[config.mk]
export PLATFORM = sky130hd
export DESIGN_NAME = voice_allocator
export DESIGN_NICKNAME = d
export VERILOG_FILES = /design/src/rtl/synth_pkg.sv /design/src/rtl/voice_slot.sv /design/src/rtl/voice_allocator.sv
export SDC_FILE = /design/constraint.sdc
export NUM_CORES = 1
export LEC_CHECK = 0
export BUFFER_PORTS_ARGS = -buffer_cell sky130_fd_sc_hd__buf_2
export CORE_ASPECT_RATIO = 0.5
export CORE_MARGIN = 1
export CORE_UTILIZATION = 47
export CTS_CLUSTER_DIAMETER = 80
export DETAILED_ROUTE_END_ITERATION = 16
export PLACE_DENSITY = 0.67
export SYNTH_ARGS = -nofsm -noshare
export SYNTH_HDL_FRONTEND = slang
export SYNTH_SLANG_ARGS = --single-unit
[constraint.sdc]
create_clock -name clk -period 2.97 [get_ports clk]
set_input_delay 0.297 -clock clk [delete_from_list [all_inputs] [get_ports clk]]
set_output_delay 0.297 -clock clk [all_outputs]
set_load 0.005 [all_outputs]
[src/rtl/synth_pkg.sv]
// Shared types and constants for the synth voice path: frequency width,
// power-on frequency, allocator FSM states, slot commands and voice record.
package synth_pkg;

  localparam int          FREQ_W       = 12;
  localparam int          AGE_W        = 8;
  localparam int unsigned DEFAULT_FREQ = 440;

  typedef enum logic [1:0] {
    IDLE,
    SCAN,
    COMMIT
  } state_e;

  typedef enum logic [2:0] {
    CMD_NONE,
    CMD_WRITE,
    CMD_RETRIG,
    CMD_RELEASE,
    CMD_AGE
  } slot_cmd_e;

  typedef struct packed {
    logic [FREQ_W-1:0] freq;
    logic              gate;
    logic [AGE_W-1:0]  age;
  } voice_t;

endpackage

[src/rtl/voice_slot.sv]
// One oscillator voice: frequency, gate and age registers updated by
// commands from the allocator FSM. Age saturates at all-ones.
// The age output exists only when VOICE_STEAL_EN is defined.
module voice_slot #(
  parameter int FREQ_W = 12,
  parameter int AGE_W  = 8
) (
  input  logic                 clk,
  input  logic                 rst,
  input  synth_pkg::slot_cmd_e cmd,
  input  logic [FREQ_W-1:0]    wr_freq,
  output logic [FREQ_W-1:0]    freq,
  output logic                 gate
`ifdef VOICE_STEAL_EN
  ,
  output logic [AGE_W-1:0]     age
`endif
);
  import synth_pkg::*;

  logic [FREQ_W-1:0] freq_q, freq_d;
  logic              gate_q, gate_d;
  logic [AGE_W-1:0]  age_q, age_d;

  // Apply the command for this cycle; ungated voices never accumulate age.
  always_comb begin
    freq_d = freq_q;
    gate_d = gate_q;
    age_d  = age_q;
    case (cmd)
      CMD_WRITE: begin
        freq_d = wr_freq;
        gate_d = 1'b1;
        age_d  = '0;
      end
      CMD_RETRIG: begin
        gate_d = 1'b1;
        age_d  = '0;
      end
      CMD_RELEASE: begin
        gate_d = 1'b0;
        age_d  = '0;
      end
      CMD_AGE: begin
        if (gate_q && (age_q != '1)) age_d = age_q + 1'b1;
      end
      default: ;
    endcase
  end

  // Voice registers; reset leaves the oscillator on its default pitch.
  always_ff @(posedge clk or posedge rst) begin
    if (rst) begin
      freq_q <= FREQ_W'(DEFAULT_FREQ);
      gate_q <= 1'b0;
      age_q  <= '0;
    end else begin
      freq_q <= freq_d;
      gate_q <= gate_d;
      age_q  <= age_d;
    end
  end

  assign freq = freq_q;
  assign gate = gate_q;
`ifdef VOICE_STEAL_EN
  assign age  = age_q;
`endif

endmodule

[src/rtl/voice_allocator.sv]
// Polyphonic voice allocator: accepts note-on/off events, scans the voice
// bank one slot per cycle, then commits a retrigger, allocation, release,
// steal or drop. Optional macro VOICE_STEAL_EN enables stealing the oldest
// voice when the bank is full; otherwise such note-ons are dropped.
module voice_allocator #(
  parameter int NUM_VOICES = 4,
  parameter int FREQ_W     = 12,
  parameter int AGE_W      = 8
) (
  input  logic                         clk,
  input  logic                         rst,
  input  logic                         ev_valid,
  output logic                         ev_ready,
  input  logic                         ev_on,
  input  logic [FREQ_W-1:0]            ev_freq,
  output logic [NUM_VOICES*FREQ_W-1:0] voice_freq,
  output logic [NUM_VOICES-1:0]        voice_gate,
  output logic                         dropped
);
  import synth_pkg::*;

  localparam int               IDX_W    = (NUM_VOICES > 1) ? $clog2(NUM_VOICES) : 1;
  localparam logic [IDX_W-1:0] LAST_IDX = IDX_W'(NUM_VOICES - 1);

  state_e            state_q, state_d;
  logic [IDX_W-1:0]  idx_q, idx_d;
  logic              on_q, on_d;
  logic [FREQ_W-1:0] freq_q, freq_d;
  logic              match_vld_q, match_vld_d;
  logic [IDX_W-1:0]  match_idx_q, match_idx_d;
  logic              free_vld_q, free_vld_d;
  logic [IDX_W-1:0]  free_idx_q, free_idx_d;
  logic              dropped_q, dropped_d;
`ifdef VOICE_STEAL_EN
  logic              old_vld_q, old_vld_d;
  logic [IDX_W-1:0]  old_idx_q, old_idx_d;
  logic [AGE_W-1:0]  old_age_q, old_age_d;
  logic [AGE_W-1:0]  slot_age [NUM_VOICES];
`endif

  slot_cmd_e         slot_cmd  [NUM_VOICES];
  logic [FREQ_W-1:0] slot_freq [NUM_VOICES];
  logic              slot_gate [NUM_VOICES];
  logic [IDX_W-1:0]  tgt;
  slot_cmd_e         tcmd;
  logic              hit;

  for (genvar g = 0; g < NUM_VOICES; g++) begin : g_voice
    voice_slot #(
      .FREQ_W (FREQ_W),
      .AGE_W  (AGE_W)
    ) u_slot (
      .clk     (clk),
      .rst     (rst),
      .cmd     (slot_cmd[g]),
      .wr_freq (freq_q),
      .freq    (slot_freq[g]),
      .gate    (slot_gate[g])
`ifdef VOICE_STEAL_EN
      ,
      .age     (slot_age[g])
`endif
    );
    assign voice_freq[g*FREQ_W +: FREQ_W] = slot_freq[g];
    assign voice_gate[g]                  = slot_gate[g];
  end

  assign ev_ready = (state_q == IDLE);
  assign dropped  = dropped_q;

  // Next-state, scan bookkeeping and per-slot command generation.
  always_comb begin
    state_d     = state_q;
    idx_d       = idx_q;
    on_d        = on_q;
    freq_d      = freq_q;
    match_vld_d = match_vld_q;
    match_idx_d = match_idx_q;
    free_vld_d  = free_vld_q;
    free_idx_d  = free_idx_q;
`ifdef VOICE_STEAL_EN
    old_vld_d   = old_vld_q;
    old_idx_d   = old_idx_q;
    old_age_d   = old_age_q;
`endif
    dropped_d   = 1'b0;
    tgt         = '0;
    tcmd        = CMD_NONE;
    hit         = 1'b0;
    for (int unsigned i = 0; i < NUM_VOICES; i++) slot_cmd[i] = CMD_NONE;

    case (state_q)
      IDLE: begin
        if (ev_valid) begin
          state_d     = SCAN;
          on_d        = ev_on;
          freq_d      = ev_freq;
          idx_d       = '0;
          match_vld_d = 1'b0;
          free_vld_d  = 1'b0;
`ifdef VOICE_STEAL_EN
          old_vld_d   = 1'b0;
`endif
        end
      end
      SCAN: begin
        if (slot_gate[idx_q] && (slot_freq[idx_q] == freq_q) && !match_vld_q) begin
          match_vld_d = 1'b1;
          match_idx_d = idx_q;
        end
        if (!slot_gate[idx_q] && !free_vld_q) begin
          free_vld_d = 1'b1;
          free_idx_d = idx_q;
        end
`ifdef VOICE_STEAL_EN
        // Strictly-greater compare keeps the lowest index on age ties.
        if (slot_gate[idx_q] && (!old_vld_q || (slot_age[idx_q] > old_age_q))) begin
          old_vld_d = 1'b1;
          old_idx_d = idx_q;
          old_age_d = slot_age[idx_q];
        end
`endif
        if (idx_q == LAST_IDX) state_d = COMMIT;
        else                   idx_d   = idx_q + 1'b1;
      end
      COMMIT: begin
        state_d = IDLE;
        if (on_q) begin
          if (freq_q == '0) begin
            dropped_d = 1'b1;
          end else if (match_vld_q) begin
            hit  = 1'b1;
            tgt  = match_idx_q;
            tcmd = CMD_RETRIG;
          end else if (free_vld_q) begin
            hit  = 1'b1;
            tgt  = free_idx_q;
            tcmd = CMD_WRITE;
          end else begin
`ifdef VOICE_STEAL_EN
            hit  = 1'b1;
            tgt  = old_idx_q;
            tcmd = CMD_WRITE;
`else
            dropped_d = 1'b1;
`endif
          end
          // Target gets its command; every other slot ages (slot ignores if ungated).
          if (hit) begin
            for (int unsigned i = 0; i < NUM_VOICES; i++)
              slot_cmd[i] = (IDX_W'(i) == tgt) ? tcmd : CMD_AGE;
          end
        end else if (match_vld_q) begin
          slot_cmd[match_idx_q] = CMD_RELEASE;
        end
      end
      default: state_d = IDLE;
    endcase
  end

  // FSM and latched-event registers; reset aborts any event in flight.
  always_ff @(posedge clk or posedge rst) begin
    if (rst) begin
      state_q     <= IDLE;
      idx_q       <= '0;
      on_q        <= 1'b0;
      freq_q      <= '0;
      match_vld_q <= 1'b0;
      match_idx_q <= '0;
      free_vld_q  <= 1'b0;
      free_idx_q  <= '0;
      dropped_q   <= 1'b0;
`ifdef VOICE_STEAL_EN
      old_vld_q   <= 1'b0;
      old_idx_q   <= '0;
      old_age_q   <= '0;
`endif
    end else begin
      state_q     <= state_d;
      idx_q       <= idx_d;
      on_q        <= on_d;
      freq_q      <= freq_d;
      match_vld_q <= match_vld_d;
      match_idx_q <= match_idx_d;
      free_vld_q  <= free_vld_d;
      free_idx_q  <= free_idx_d;
      dropped_q   <= dropped_d;
`ifdef VOICE_STEAL_EN
      old_vld_q   <= old_vld_d;
      old_idx_q   <= old_idx_d;
      old_age_q   <= old_age_d;
`endif
    end
  end

endmodule

==> results.sh <==
export IMPL_status="completed"
export IMPL_synth_cells=282
export IMPL_worst_ep_required_time_ns=3.19
export IMPL_crit_slowest_cell="mux4_2"
export IMPL_mappedNetlistArea_sq_um=3570
export IMPL_dr_pass1_iters=6
export IMPL_fmax_mhz=389
export IMPL_grtUsageTotal_pct=23.4
export IMPL_synth_commonest_cells="dfrtp_1 (56), mux2_2 (53), nand2_1 (49)"
export IMPL_use_met2_pct=36.2
export IMPL_avgRoutedWirePerCell_um=18.7
export IMPL_yosysSeqAreaShare_pct=54.0
export IMPL_hp_start="ev_freq[2]"
export IMPL_grt_start_max_net_pins=30
export IMPL_syn_avg_cell_area_sq_um=12.6
export IMPL_seq_area_sq_um=1930
export IMPL_ys_ff_latch=76
export IMPL_clk_latency_ns=0.34
export IMPL_period_needed_ns=2.57
export IMPL_clock_sinks=76
export IMPL_drt_iter0_drc=119
export IMPL_hold_viol=0
export IMPL_worstPathMaxFanout=20
export IMPL_tightest_slew_ns=0.750
export IMPL_yosys_cell_count_top_type="dfrtp_1"
export IMPL_overflow=0
export IMPL_layout_setup_ws_ns=0.398
export IMPL_synthToLayoutAreaGrowth_pct=22.8
export IMPL_dp_cells=434
export IMPL_startpoint="idx_q[1]"
export IMPL_core_sq_um=7350
export IMPL_peakVddDrop_mv=0.645
export IMPL_tritoncts="yes"
export IMPL_wl_um=8420
export IMPL_stdcell_count=451
export IMPL_ctsResizeCount=0
export IMPL_antenna_found_initial=0
export IMPL_ys_types=39
export IMPL_multi_input_area_sq_um=1530
export IMPL_vias_per_cell=5.55
export IMPL_yosysTopAreaCell="dfrtp_1"
export IMPL_async_reset_ff_share_pct=100
export IMPL_start_util_pct=48.5
export IMPL_synth_edff_count=0
export IMPL_setup_worst_path_end_class="register"
export IMPL_htree_num_levels=3
export IMPL_cts_buffers=9
export IMPL_grt_pass1_wl_um=13700
export IMPL_die_height_um=63.6
export IMPL_dp_slack_ns=0.423
export IMPL_ys_top_cells_by_area="dfrtp_1 (39%), mux2_2 (17%), dfstp_2 (15%)"
export IMPL_crit_path_max_incr_delay_ns=0.56
export IMPL_port_buffer_count=69
export IMPL_dieArea_sq_um=7960
export IMPL_criticalPathCategory="reg2reg"
export IMPL_skew_ns=0.00898
export IMPL_routabilityCongestion=0.864
export IMPL_rows=22
export IMPL_fillCellCount=609
export IMPL_crit_arrival_ns=2.79
export IMPL_grt_pass1_vias=2511
export IMPL_met1_usage_pct=31.3
export IMPL_io_pins=70
export IMPL_maxCapViolations=0
export IMPL_ant_nets=0
export IMPL_min_delay_path_class="in2reg"
export IMPL_fin_tns_setup_ns=0
export IMPL_power_density_nw_per_um2=976
export IMPL_use_met3_pct=7.73
export IMPL_worstPathCellList="buf_4, mux4_2, xor2_1, nor4_1, o2111ai_1, mux2_2"
export IMPL_layout_nets=367
export IMPL_finalCritPeriodShare_pct=86.6
export IMPL_dieWidth_um=125
export IMPL_rr_startpoint="idx_q[1]"
export IMPL_cts_clk_slew_worst_paths_ns=0.06
export IMPL_hpwl_um=5780
export IMPL_cts_root_buf="clkbuf_16"
export IMPL_worst_setup_path_start_kind="register"
export IMPL_synth_top_cell_area_share_pct=39.3
export IMPL_drc=0
export IMPL_n_antenna_cell=0
export IMPL_p_leak_nw=2.25
export IMPL_cts_buffer_depth=2
export IMPL_maxSlewViolCount=0
export IMPL_ys_warn_count=0
export IMPL_syn_nets=299
export IMPL_drive_gt1_share_pct=49.9
export IMPL_vias=2503
export IMPL_rsz0062_at_grt="false"
export IMPL_top_usage_layer="met2"
export IMPL_setup_violations=0
export IMPL_synth_top_flop_cell="dfrtp_1"
export IMPL_max_slew_margin_pct=49.8
## path summary, 6_finish.rpt
| path | end | slack, ns | cells after the start |
|---|---|---|---|
| hold reg to reg | g_voice[1].u_slot.freq[9] | 0.53 | 1 |
| setup reg to reg | match_idx_q[0] | 0.40 | 6 |
| min in group asynchronous | g_voice[0].u_slot.freq[2] | 0.52 | 3 |
| hold / removal | freq_q[2] | 0.14 | 3 |
| max in group asynchronous | g_voice[1].u_slot.freq[7] | 1.65 | 4 |
| setup / recovery | match_idx_q[0] | 0.40 | 6 |
## power breakdown
| part | internal [mW] | switching, mW |
|---|---|---|
| combinational | 0.606 | 0.509 |
| sequential | 1.35 | 0.394 |
| clock | 0.989 | 0.425 |
| total | 2.95 | 1.33 |
## worst max-delay path, delay by kind of cell, from the launching register on
kind,cells,cell delay (ns)
AND/OR/NAND/NOR,1,0.43
multiplexers,2,0.89
XOR/XNOR,1,0.15
buffers and inverters,1,0.32
AO/OA/AOI/OAI,1,0.28
flip-flops,1,0.37
## flip-flops by register name (all words and copies together), names as in the netlist
signal / flops
free_idx_q: 2
freq_q: 12
state_q: 2
match_idx_q: 2
g_voice.u_slot.freq: 48
idx_q: 2
dropped: 1
match_vld_q: 1
g_voice.u_slot.gate: 4
free_vld_q: 1
on_q: 1
## placed cells by master, fill, tap and decap left out, types with 7 or more instances in the layout
master	instances
nand2_1	49
mux4_2	11
nor2_1	8
dfrtp_1	56
dfstp_2	20
clkbuf_16	9
buf_2	69
mux2_2	53
xor2_1	11
buf_4	7
## routing by layer
layer,up-vias,wire (um)
li1,1145,-
met2,59,3940
met3,11,359
met4,0,115
met1,1288,4010
met5,-,0
## stage by stage
| step | power (mW) | hold WS (ns) | area [sq um] | util (%) |
|---|---|---|---|---|
| after global placement | 2.82 | 0.343 | 3980 | 54.2 |
| after detailed placement | 2.87 | 0.347 | 3980 | 54.2 |
| after CTS | 4.31 | 0.133 | 4380 | 59.6 |
| final | 4.28 | 0.144 | 4380 | 59.6 |
| after global routing | 4.50 | 0.148 | 4380 | 59.6 |
| after floorplan | 2.46 | 0.402 | 3570 | - |
## cell families (layout without fill, tap and decap cells)
| kind of cell | Yosys count | count (layout) | share of synthesized area (%) |
|---|---|---|---|
| AO/OA/AOI/OAI | 22 | 22 | 4.52 |
| XOR/XNOR | 12 | 12 | 2.95 |
| adder cells (fa/ha/maj) | 1 | 1 | 0.351 |
| buffers and inverters | 23 | 96 | 3.23 |
| flip-flops | 76 | 76 | 54.0 |
| multiplexers | 67 | 67 | 24.5 |
| AND/OR/NAND/NOR | 81 | 81 | 10.4 |
## area by class of cell
type,count,area share [%]
clock buffers,9,5.14
clock inverters,7,3.71
inverters,3,0.257
multi-input cells,183,34.8
flip-flops and latches,76,44.0
well taps,96,2.74
repair buffers,77,9.31
## timing repair
action,CTS,global route
buffers inserted,0,0
hold buffers,1,0
endpoints found under the hold margin,20,0
(Power assumes the default switching activity.)
